**src/rtl/resta_div_ctrl.sv**
```systemverilog
// resta_div_ctrl: unsigned N-bit divider using repeated subtraction.
//
// A single magnitude subtractor compares the running remainder against the
// latched divisor. Each RUN cycle either subtracts once and counts one, or
// finishes when the remainder has dropped below the divisor.
//
// Ports:
//   clk    system clock, rising edge
//   rst    synchronous active-high reset
//   start  request a division (accepted only in IDLE)
//   A, B   dividend / divisor, unsigned, sampled when start is accepted
//   busy   high while the division is iterating (RUN)
//   done   one-cycle pulse; Q, Rem, div0 valid
//   Q      quotient
//   Rem    remainder
//   div0   last accepted request had B == 0 (Q = all ones, Rem = A)

// N-bit magnitude subtractor: neg flags minuend < subtrahend.
module resta_mag_sub #(
  parameter int N = 4
) (
  input  logic [N-1:0] a,
  input  logic [N-1:0] b,
  output logic [N-1:0] r,
  output logic         neg
);

  logic [N:0] diff;

  // The extra top bit is the borrow out of the subtraction.
  assign diff = {1'b0, a} - {1'b0, b};
  assign r    = diff[N-1:0];
  assign neg  = diff[N];

endmodule

module resta_div_ctrl #(
  parameter int N = 4
) (
  input  logic         clk,
  input  logic         rst,
  input  logic         start,
  input  logic [N-1:0] A,
  input  logic [N-1:0] B,
  output logic         busy,
  output logic         done,
  output logic [N-1:0] Q,
  output logic [N-1:0] Rem,
  output logic         div0
);

  typedef enum logic [1:0] {
    IDLE = 2'd0,
    RUN  = 2'd1,
    DONE = 2'd2
  } state_t;

  state_t       state, state_nx;
  logic [N-1:0] rem, rem_nx;
  logic [N-1:0] d, d_nx;
  logic [N-1:0] q, q_nx;
  logic         div0_r, div0_nx;

  logic [N-1:0] sub_r;
  logic         sub_neg;

  resta_mag_sub #(.N(N)) u_sub (
    .a   (rem),
    .b   (d),
    .r   (sub_r),
    .neg (sub_neg)
  );

  always_ff @(posedge clk) begin
    if (rst) begin
      state  <= IDLE;
      rem    <= '0;
      d      <= '0;
      q      <= '0;
      div0_r <= 1'b0;
    end else begin
      state  <= state_nx;
      rem    <= rem_nx;
      d      <= d_nx;
      q      <= q_nx;
      div0_r <= div0_nx;
    end
  end

  always_comb begin
    state_nx = state;
    rem_nx   = rem;
    d_nx     = d;
    q_nx     = q;
    div0_nx  = div0_r;
    case (state)
      IDLE: begin
        if (start) begin
          rem_nx = A;
          d_nx   = B;
          if (B == '0) begin
            // Divide by zero skips RUN and reports all-ones quotient.
            q_nx     = '1;
            div0_nx  = 1'b1;
            state_nx = DONE;
          end else begin
            q_nx     = '0;
            div0_nx  = 1'b0;
            state_nx = RUN;
          end
        end
      end
      RUN: begin
        // Equal operands give neg=0, so rem==d still counts one more.
        // q cannot wrap: with d>=1 at most 2^N-1 subtractions fit.
        if (!sub_neg) begin
          rem_nx = sub_r;
          q_nx   = q + N'(1);
        end else begin
          state_nx = DONE;
        end
      end
      DONE: begin
        state_nx = IDLE;
      end
      default: begin
        state_nx = IDLE;
      end
    endcase
  end

  assign busy = (state == RUN);
  assign done = (state == DONE);
  assign Q    = q;
  assign Rem  = rem;
  assign div0 = div0_r;

endmodule

```
**config.mk**
```make
export PLATFORM = sky130hd
export DESIGN_NAME = resta_div_ctrl
export DESIGN_NICKNAME = d
export VERILOG_FILES = /design/src/rtl/resta_div_ctrl.sv
export SDC_FILE = /design/constraint.sdc
export NUM_CORES = 1
export LEC_CHECK = 0
export CORE_UTILIZATION = 30
export DETAILED_ROUTE_END_ITERATION = 7
export GPL_ROUTABILITY_DRIVEN = 0
export PLACE_DENSITY_LB_ADDON = 0.1
export SYNTH_ARGS = -nofsm -noshare
export SYNTH_HDL_FRONTEND = slang
export SYNTH_SLANG_ARGS = --single-unit
```
**constraint.sdc**
```tcl
create_clock -name clk -period 4 [get_ports clk]
set_input_delay 0.8 -clock clk [delete_from_list [all_inputs] [get_ports clk]]
set_output_delay 0.8 -clock clk [all_outputs]
set_load 0.03 [all_outputs]
```
=== Word-level counts from Yosys, hierarchy flattened ===
Index checks and enable logic that the tools add are counted.

* Flip-flop bits (word level): 15
* Bits of input ports: 11
* Output and inout bits: 11
* Logic and storage cells: 30

* $add $sub $neg: 2
* Equality and inequality tests: 5
* Muxes and demuxes: 12
* Reductions and logical operators: 6

{| class="wikitable"
|+ Operators with widths
! kind !! count
|-
| two-way mux 4 bit || 5
|-
| one-hot mux 4 bit (2 select lines) || 2
|-
| two-way mux 2 bit || 3
|-
| subtractor 4 x 4 -> 5 bit || 1
|-
| adder 4 x 1 -> 4 bit (second input constant) || 1
|-
| logical NOT 4 bit || 1
|-
| inequality test 2 bit (second input constant) || 2
|-
| one-hot mux 2 bit (2 select lines) || 1
|-
| AND reduction 2 bit || 2
|-
| AND reduction 3 bit || 1
|-
| == test 2 x 1 -> 1 bit (second input constant) || 1
|-
| == test 2 bit (second input constant) || 1
|-
| logical NOT 2 bit || 1
|-
| inequality test 2 x 1 -> 1 bit (second input constant) || 1
|-
| nonzero test 2 bit || 1
|-
| two-way mux 1 bit || 1
|}

=== Logic depth before layout (Yosys ltp) ===
Gate-level depths: netlist of the first run.

* Word-level depth: 4
* Gate-level depth with buffers: 7
* Depth with buffers taken out: 7

=== Modules after synthesis ===
From an unflattened synthesis of the first run, not the netlist that was laid out.

* Cells, all modules: 89
* Area, all modules: 833.3 µm²

{| class="wikitable"
|+ Modules (own cells, without submodules)
! module !! instances !! cells each !! area each (µm²) !! sequential area each (µm²)
|-
| resta_div_ctrl || 1 || 71 || 695.7 || 300.3
|-
| resta_mag_sub || 1 || 18 || 137.6 || 0.0
|}

=== Worst setup path after synthesis of the first run ===
OpenSTA, ideal clock, no wires.

* Kind: flip-flop to flip-flop
* Start point: reg rem[0], in the netlist Rem[0]
* End point: reg rem[2], in the netlist Rem[2]
* Library setup time: 0.091 ns
* Arrival time: 1.988 ns
* Required time: 3.909 ns
* Setup slack: 1.921 ns
* Stages on the path, launching flop included: 8
* Buffers on the path: 0
* Period minus slack after synthesis: 2.079 ns
* Cell sequence: dfxtp_1 > inv_1 > ha_1 > fa_1 > nand2b_1 > a211oi_4 > nor3_1 > a311oi_1

* Cells in the longest elaborated chain, start to end: 3
* Elaborated cells between the ends (all ways): 5
* Those cells by class: add/sub (1); eq/ne (1); mux (2); reduce/logical (1)

{| class="wikitable"
|+ RTL lines
! what !! line !! RTL
|-
| start: declaration || 59 || <nowiki>logic [N-1:0] rem, rem_nx;</nowiki>
|-
| start signal: assignment || 83 || <nowiki>rem <= rem_nx;</nowiki>
|-
| subtractor 4 x 4 -> 5 bit * || 31 || <nowiki>assign diff = {1'b0, a} - {1'b0, b};</nowiki>
|-
| two-way mux 4 bit / inequality test 2 bit (equally long branches) || - ||
|-
| one-hot mux 4 bit (2 select lines) / AND reduction 3 bit (equally long branches) || - ||
|}

Every way passes the cells marked *; elsewhere a longest branch is shown, timed or not. The select of a mux whose other input is x is not followed.
A chain may end at the register's enable or synchronous reset.

=== Worst setup path after layout of the first run ===
* Start point: reg state[0]
* End point: out busy

* Cells in the longest elaborated chain, start to end: 1

{| class="wikitable"
|+ RTL lines
! what !! line !! RTL
|-
| start: declaration || 58 || <nowiki>state_t state, state_nx;</nowiki>
|-
| start signal: assignment || 82 || <nowiki>state <= state_nx;</nowiki>
|-
| == test 2 x 1 -> 1 bit || 132 || <nowiki>assign busy = (state == RUN);</nowiki>
|-
| end: declaration || 45 || <nowiki>output logic busy,</nowiki>
|}

Every way passes these cells.

==> run metrics, run 1 <==
Post-synth EDFFs=0; worst hold path cell count=2; M2 GR Usage=0.203; diode count=0; number of global-route vias before repair=675; Starting DRT DRC Count=6; DR pass1 iterations=4; CP Class=reg -> out; net count after synthesis=115; std cell rows=18; CTS tree=built; synth top area cells=dfxtp_1, ha_1, nand2_1, a21oi_1, nor3_1; sequential share of the synthesized area=0.358; top_reg_cell synth=dfxtp_1; Switching Power=193 uW; total power draw=490 uW; Core Area=0.00257 mm2; CTS Buffer Depth=2; period utilisation layout=0.692; final hold violations=0; minimum clock period=2.77 ns; Worst Reg-to-Reg Cells=7; pre-CTS WS=1.51 ns; Port Buffers=21; Post-Syn Area=840 um2; Avg Inst Size Synth=8.57 um2; GR peak layer=met1; Worst Slack Setup Final=1.23 ns; antenna viol nets, final=0; Sw Ratio=0.394; Clock power frac=0.185; Post-Route Utilization=0.423; Die ar.=0.00301 mm2; Worst EP arrival=1.97 ns; via count=757; WHS=0.462 ns; Clock Tree Root=clkbuf_4; pin count of the biggest net entering global routing=16; Synth area leader=dfxtp_1; Die H=54.9 um; DIE WIDTH=54.9 um; Netlist cell types=35; gr usage total=0.156; clock slew at reported path FFs=0.09 ns; crit-path max cell delay=0.72 ns; critical path fanouts, max=8; Clk Latency, worst-skew pair=0.29 ns; Peak Freq=0.361 GHz; Slew @ Worst Pin=0.678 ns; Synth top area share=0.358; Warnings, synthesis=0; worst hold path type=reg -> reg; pwr dens=450 mW/mm2; Logic pwr share=0.432; Area growth syn-to-layout=29.5%; Leak Pwr=0.411 nW; Setup Viol. Count Final=0; CTS hold repair buffers=0; Initial Utilization=0.327; Cells after Synth=98; part of the power in registers=0.383; clk sinks=15; fin nets=138; Worst path slowest cell=clkdlybuf4s50_1; Cell Chain, Critical Path=nand2b_1 -> inv_1 -> clkdlybuf4s50_1; met1 GRT Util=0.232; most frequent cells in the layout=clkdlybuf4s50_1, dfxtp_1, nand2_1; vias per inst=5.05; estimated wirelength of the detail-placed design=1460 um; initial antenna violation count=0; most common cell after layout, fill and taps aside=clkdlybuf4s50_1; status=completed; filler cell count=283; share of cells above drive strength 1=0.0667; TritonCTS Buffers=3; Setup TNS Final=0 ns; post-CTS sizing=0; crit path capture type=primary output; Worst slew margin=0.544; Synth async-reset ratio=0; first-pass GRT wire length=3200 um; clk_skew=0.00195 ns; per-cell routed wire length=13.9 um; routed wire length=2090 um; DRC=0; # IOs=22; Data required, critical path=3.20 ns; H-tree levels=1; Slew Limit Fails=0; crit path launch type=register; Pint=297 uW; Peak VDD IR=0.245 mV; post-synthesis register bit count=15; grt total ovfl=0; GRT met3 Usage=0.0628; max_cap viols=0; Post-CTS Repair Setup Buffers=0; unrepaired setup endpoints after global routing=no
[per-stage QoR]
stage / instances / area, um2
2_1_floorplan: 98 / 840
3_3_place_gp: 146 / 1060
3_5_place_dp: 146 / 1060
4_1_cts: 150 / 1090
5_1_grt: 150 / 1090
6_report: 150 / 1090
[synth_stat cells, types with 2 or more instances]
cell       n
a21oi_1    8
a311oi_1   2
a31oi_1    2
buf_6      2
dfxtp_1   15
ha_1       5
inv_1      6
nand2_1   14
nand2b_1   2
nand3_1    3
nor2_1     9
nor3_1     7
[worst max-delay path: cells and delay by family (launching register included)]
kind,cells,cell delay (ns)
and+or+nand+nor,1,0.26
DFF,1,0.42
buffers and inverters,2,1.00
[registers in the layout, indices dropped and copies added, names as in the netlist]
register,count
div0,1
state,2
Rem,4
d,4
Q,4
[per-layer routing]
layer  share of wire  vias to the layer above
met5               0                        -
met1            0.52                      337
met3           0.056                        2
li1                -                      394
met4          0.0062                        0
met2            0.41                       24
[final cells by class]
| type | instances | area, um2 | area share |
|---|---|---|---|
| timing repair buffer | 21 | 210 | 0.193 |
| sequential | 15 | 300 | 0.276 |
| clock buffer | 4 | 26.3 | 0.0242 |
| multi-input combinational | 74 | 490 | 0.451 |
| tap | 30 | 37.5 | 0.0345 |
| inverter | 6 | 22.5 | 0.0207 |
[power by group through the flow]
stage | registers, mW | logic, mW | clock network (mW)
2_1_floorplan | 0.215 | 0.123 | 0
3_3_place_gp | 0.191 | 0.211 | 0
3_5_place_dp | 0.191 | 0.211 | 0
4_1_cts | 0.188 | 0.212 | 0.0970
5_1_grt | 0.191 | 0.234 | 0.102
6_report | 0.188 | 0.212 | 0.0904
[cells by family after synthesis]
family	after synthesis	synth area share
and+or+nand+nor	46	0.280
AOI/OAI and AO/OA	20	0.183
DFF	15	0.358
buffers and inverters	9	0.0581
adders and majority gates	6	0.0984
xor gates and xnor gates	1	0.0104
muxes	1	0.0119
[final timing paths]
path	slack [ns]	to	start
min	0.46	d[3]$_SDFFE_PP0P_	d[3]$_SDFFE_PP0P_
max	1.23	busy	state[0]$_SDFFE_PP0P_
min reg2reg	0.46	d[3]$_SDFFE_PP0P_	d[3]$_SDFFE_PP0P_
max reg2reg	1.84	Rem[2]$_SDFFE_PP0P_	Rem[0]$_SDFFE_PP0P_
Note: power is estimated with default switching activity, not from simulation.
==> run 2, diff against run 1 <==
Clock period 4 ns to 2.4 ns, I/O delays scaled along.
==> run metrics, run 2 (synthesis gave the netlist of run 1 again) <==
status=completed; grt total ovfl=0; CTS tree=built; Area growth syn-to-layout=32.3%; per-cell routed wire length=13.2 um; Starting DRT DRC Count=34; Initial Utilization=0.327; Sw Ratio=0.394; period utilisation layout=0.920; DIE WIDTH=54.9 um; clk sinks=15; crit path capture type=primary output; pwr dens=742 mW/mm2; final hold violations=0; std cell rows=18; diode count=0; Cell Chain, Critical Path=nand2b_1 -> inv_1 -> clkdlybuf4s50_1; Slew @ Worst Pin=0.605 ns; minimum clock period=2.21 ns; Port Buffers=21; Logic pwr share=0.438; reg2reg end=Q[1]$_SDFFE_PP0P_; unrepaired setup endpoints after global routing=no; worst hold path type=reg -> reg; clk_skew=0.00498 ns; CP Class=reg -> out; Clock power frac=0.181; Worst Reg-to-Reg Cells=7; crit path launch type=register; pin count of the biggest net entering global routing=16; routed wire length=2020 um; antenna viol nets, final=0; number of global-route vias before repair=624; Setup TNS Final=0 ns; met1 GRT Util=0.229; Pint=499 uW; Clock Tree Root=clkbuf_4; # IOs=22; worst r2r src=Rem[0]$_SDFFE_PP0P_; Clk Latency, worst-skew pair=0.29 ns; part of the power in registers=0.381; Die H=54.9 um; Peak VDD IR=0.518 mV; DRC=0; share of cells above drive strength 1=0.0976; delay-heaviest family, CP=buffers and inverters; gr usage total=0.149; Peak Freq=0.453 GHz; M2 GR Usage=0.187; Core Area=0.00257 mm2; worst hold path cell count=2; FF-to-FF setup slack=0.33 ns; Post-Route Utilization=0.433; vias per inst=5.10; estimated wirelength of the detail-placed design=1500 um; via count=781; CTS hold repair buffers=0; first-pass GRT wire length=3050 um; post-CTS sizing=0; DR pass1 iterations=4; GRT met3 Usage=0.0574; CP startpoint=state[1]$_SDFFE_PP0P_; Worst path slowest cell=clkdlybuf4s50_1; Leak Pwr=0.428 nW; Setup Viol. Count Final=0; Die ar.=0.00301 mm2; Data required, critical path=1.92 ns; fin nets=141; clock slew at reported path FFs=0.10 ns; max_cap viols=0; CTS Buffer Depth=2; WP buf/inv=2; initial antenna violation count=0; H-tree levels=1; Post-CTS Repair Setup Buffers=0; GR peak layer=met1; WP depth=3; Switching Power=325 uW; Worst slew margin=0.595; TritonCTS Buffers=3; Worst EP arrival=1.73 ns; critical path fanouts, max=7; crit-path max cell delay=0.71 ns; most frequent cells in the layout=clkdlybuf4s50_1, dfxtp_1, nand2_1; most common cell after layout, fill and taps aside=clkdlybuf4s50_1; Slew Limit Fails=0; Setup crit end=busy
run 2: cell types whose count changed in the layout (fill, tap and decap cells not counted):
cell      change
buf_4         +3
clkinv_2      +1
clkbuf_1      -1
run 2: power by group through the flow:
stage	clock network, mW	logic (mW)	registers [mW]
final	0.149	0.361	0.314
after detailed placement	0	0.359	0.320
after CTS	0.161	0.361	0.314
after floorplan	0	0.204	0.358
after global placement	0	0.361	0.321
after global routing	0.172	0.392	0.320
run 2: cell type report:
cell class	instances	area, um2
inverters	6	22.5
fillers	274	1460
clock inverters	1	5.00
repair buffers	24	233
flip-flops and latches	15	300
multi-input cells	74	490
clock buffers	3	22.5
well taps	30	37.5
run 2: routing by layer:
layer  vias up  part of all wire
met5         -                 0
met3         2             0.088
met1       354              0.50
met2        27              0.40
li1        398                 -
met4         0            0.0049
run 2: per-stage QoR:
stage	hold slack, ns	power (mW)	area (um2)	setup slack (ns)	instances
floorplan	0.436	0.563	840	0.321	98
global placement	0.448	0.681	1080	0.297	149
detailed placement	0.454	0.679	1080	0.282	149
CTS	0.469	0.837	1110	0.168	153
global route	0.479	0.884	1110	0.116	153
finish	0.463	0.824	1110	0.191	153
run 2: worst min path at each step:
stage                            from           endpoint
global placement    d[2]$_SDFFE_PP0P_  d[2]$_SDFFE_PP0P_
global route        d[3]$_SDFFE_PP0P_  d[3]$_SDFFE_PP0P_
CTS                 d[2]$_SDFFE_PP0P_  d[2]$_SDFFE_PP0P_
detailed placement  d[2]$_SDFFE_PP0P_  d[2]$_SDFFE_PP0P_
floorplan           d[2]$_SDFFE_PP0P_  d[2]$_SDFFE_PP0P_
finish              d[2]$_SDFFE_PP0P_  d[2]$_SDFFE_PP0P_
run 2: tightest hold or removal path: cells and delay by family (launching register included):
kind | cells | cell delay, ns
compound gates | 1 | 0.05
simple gates | 1 | 0.05
flops | 1 | 0.32
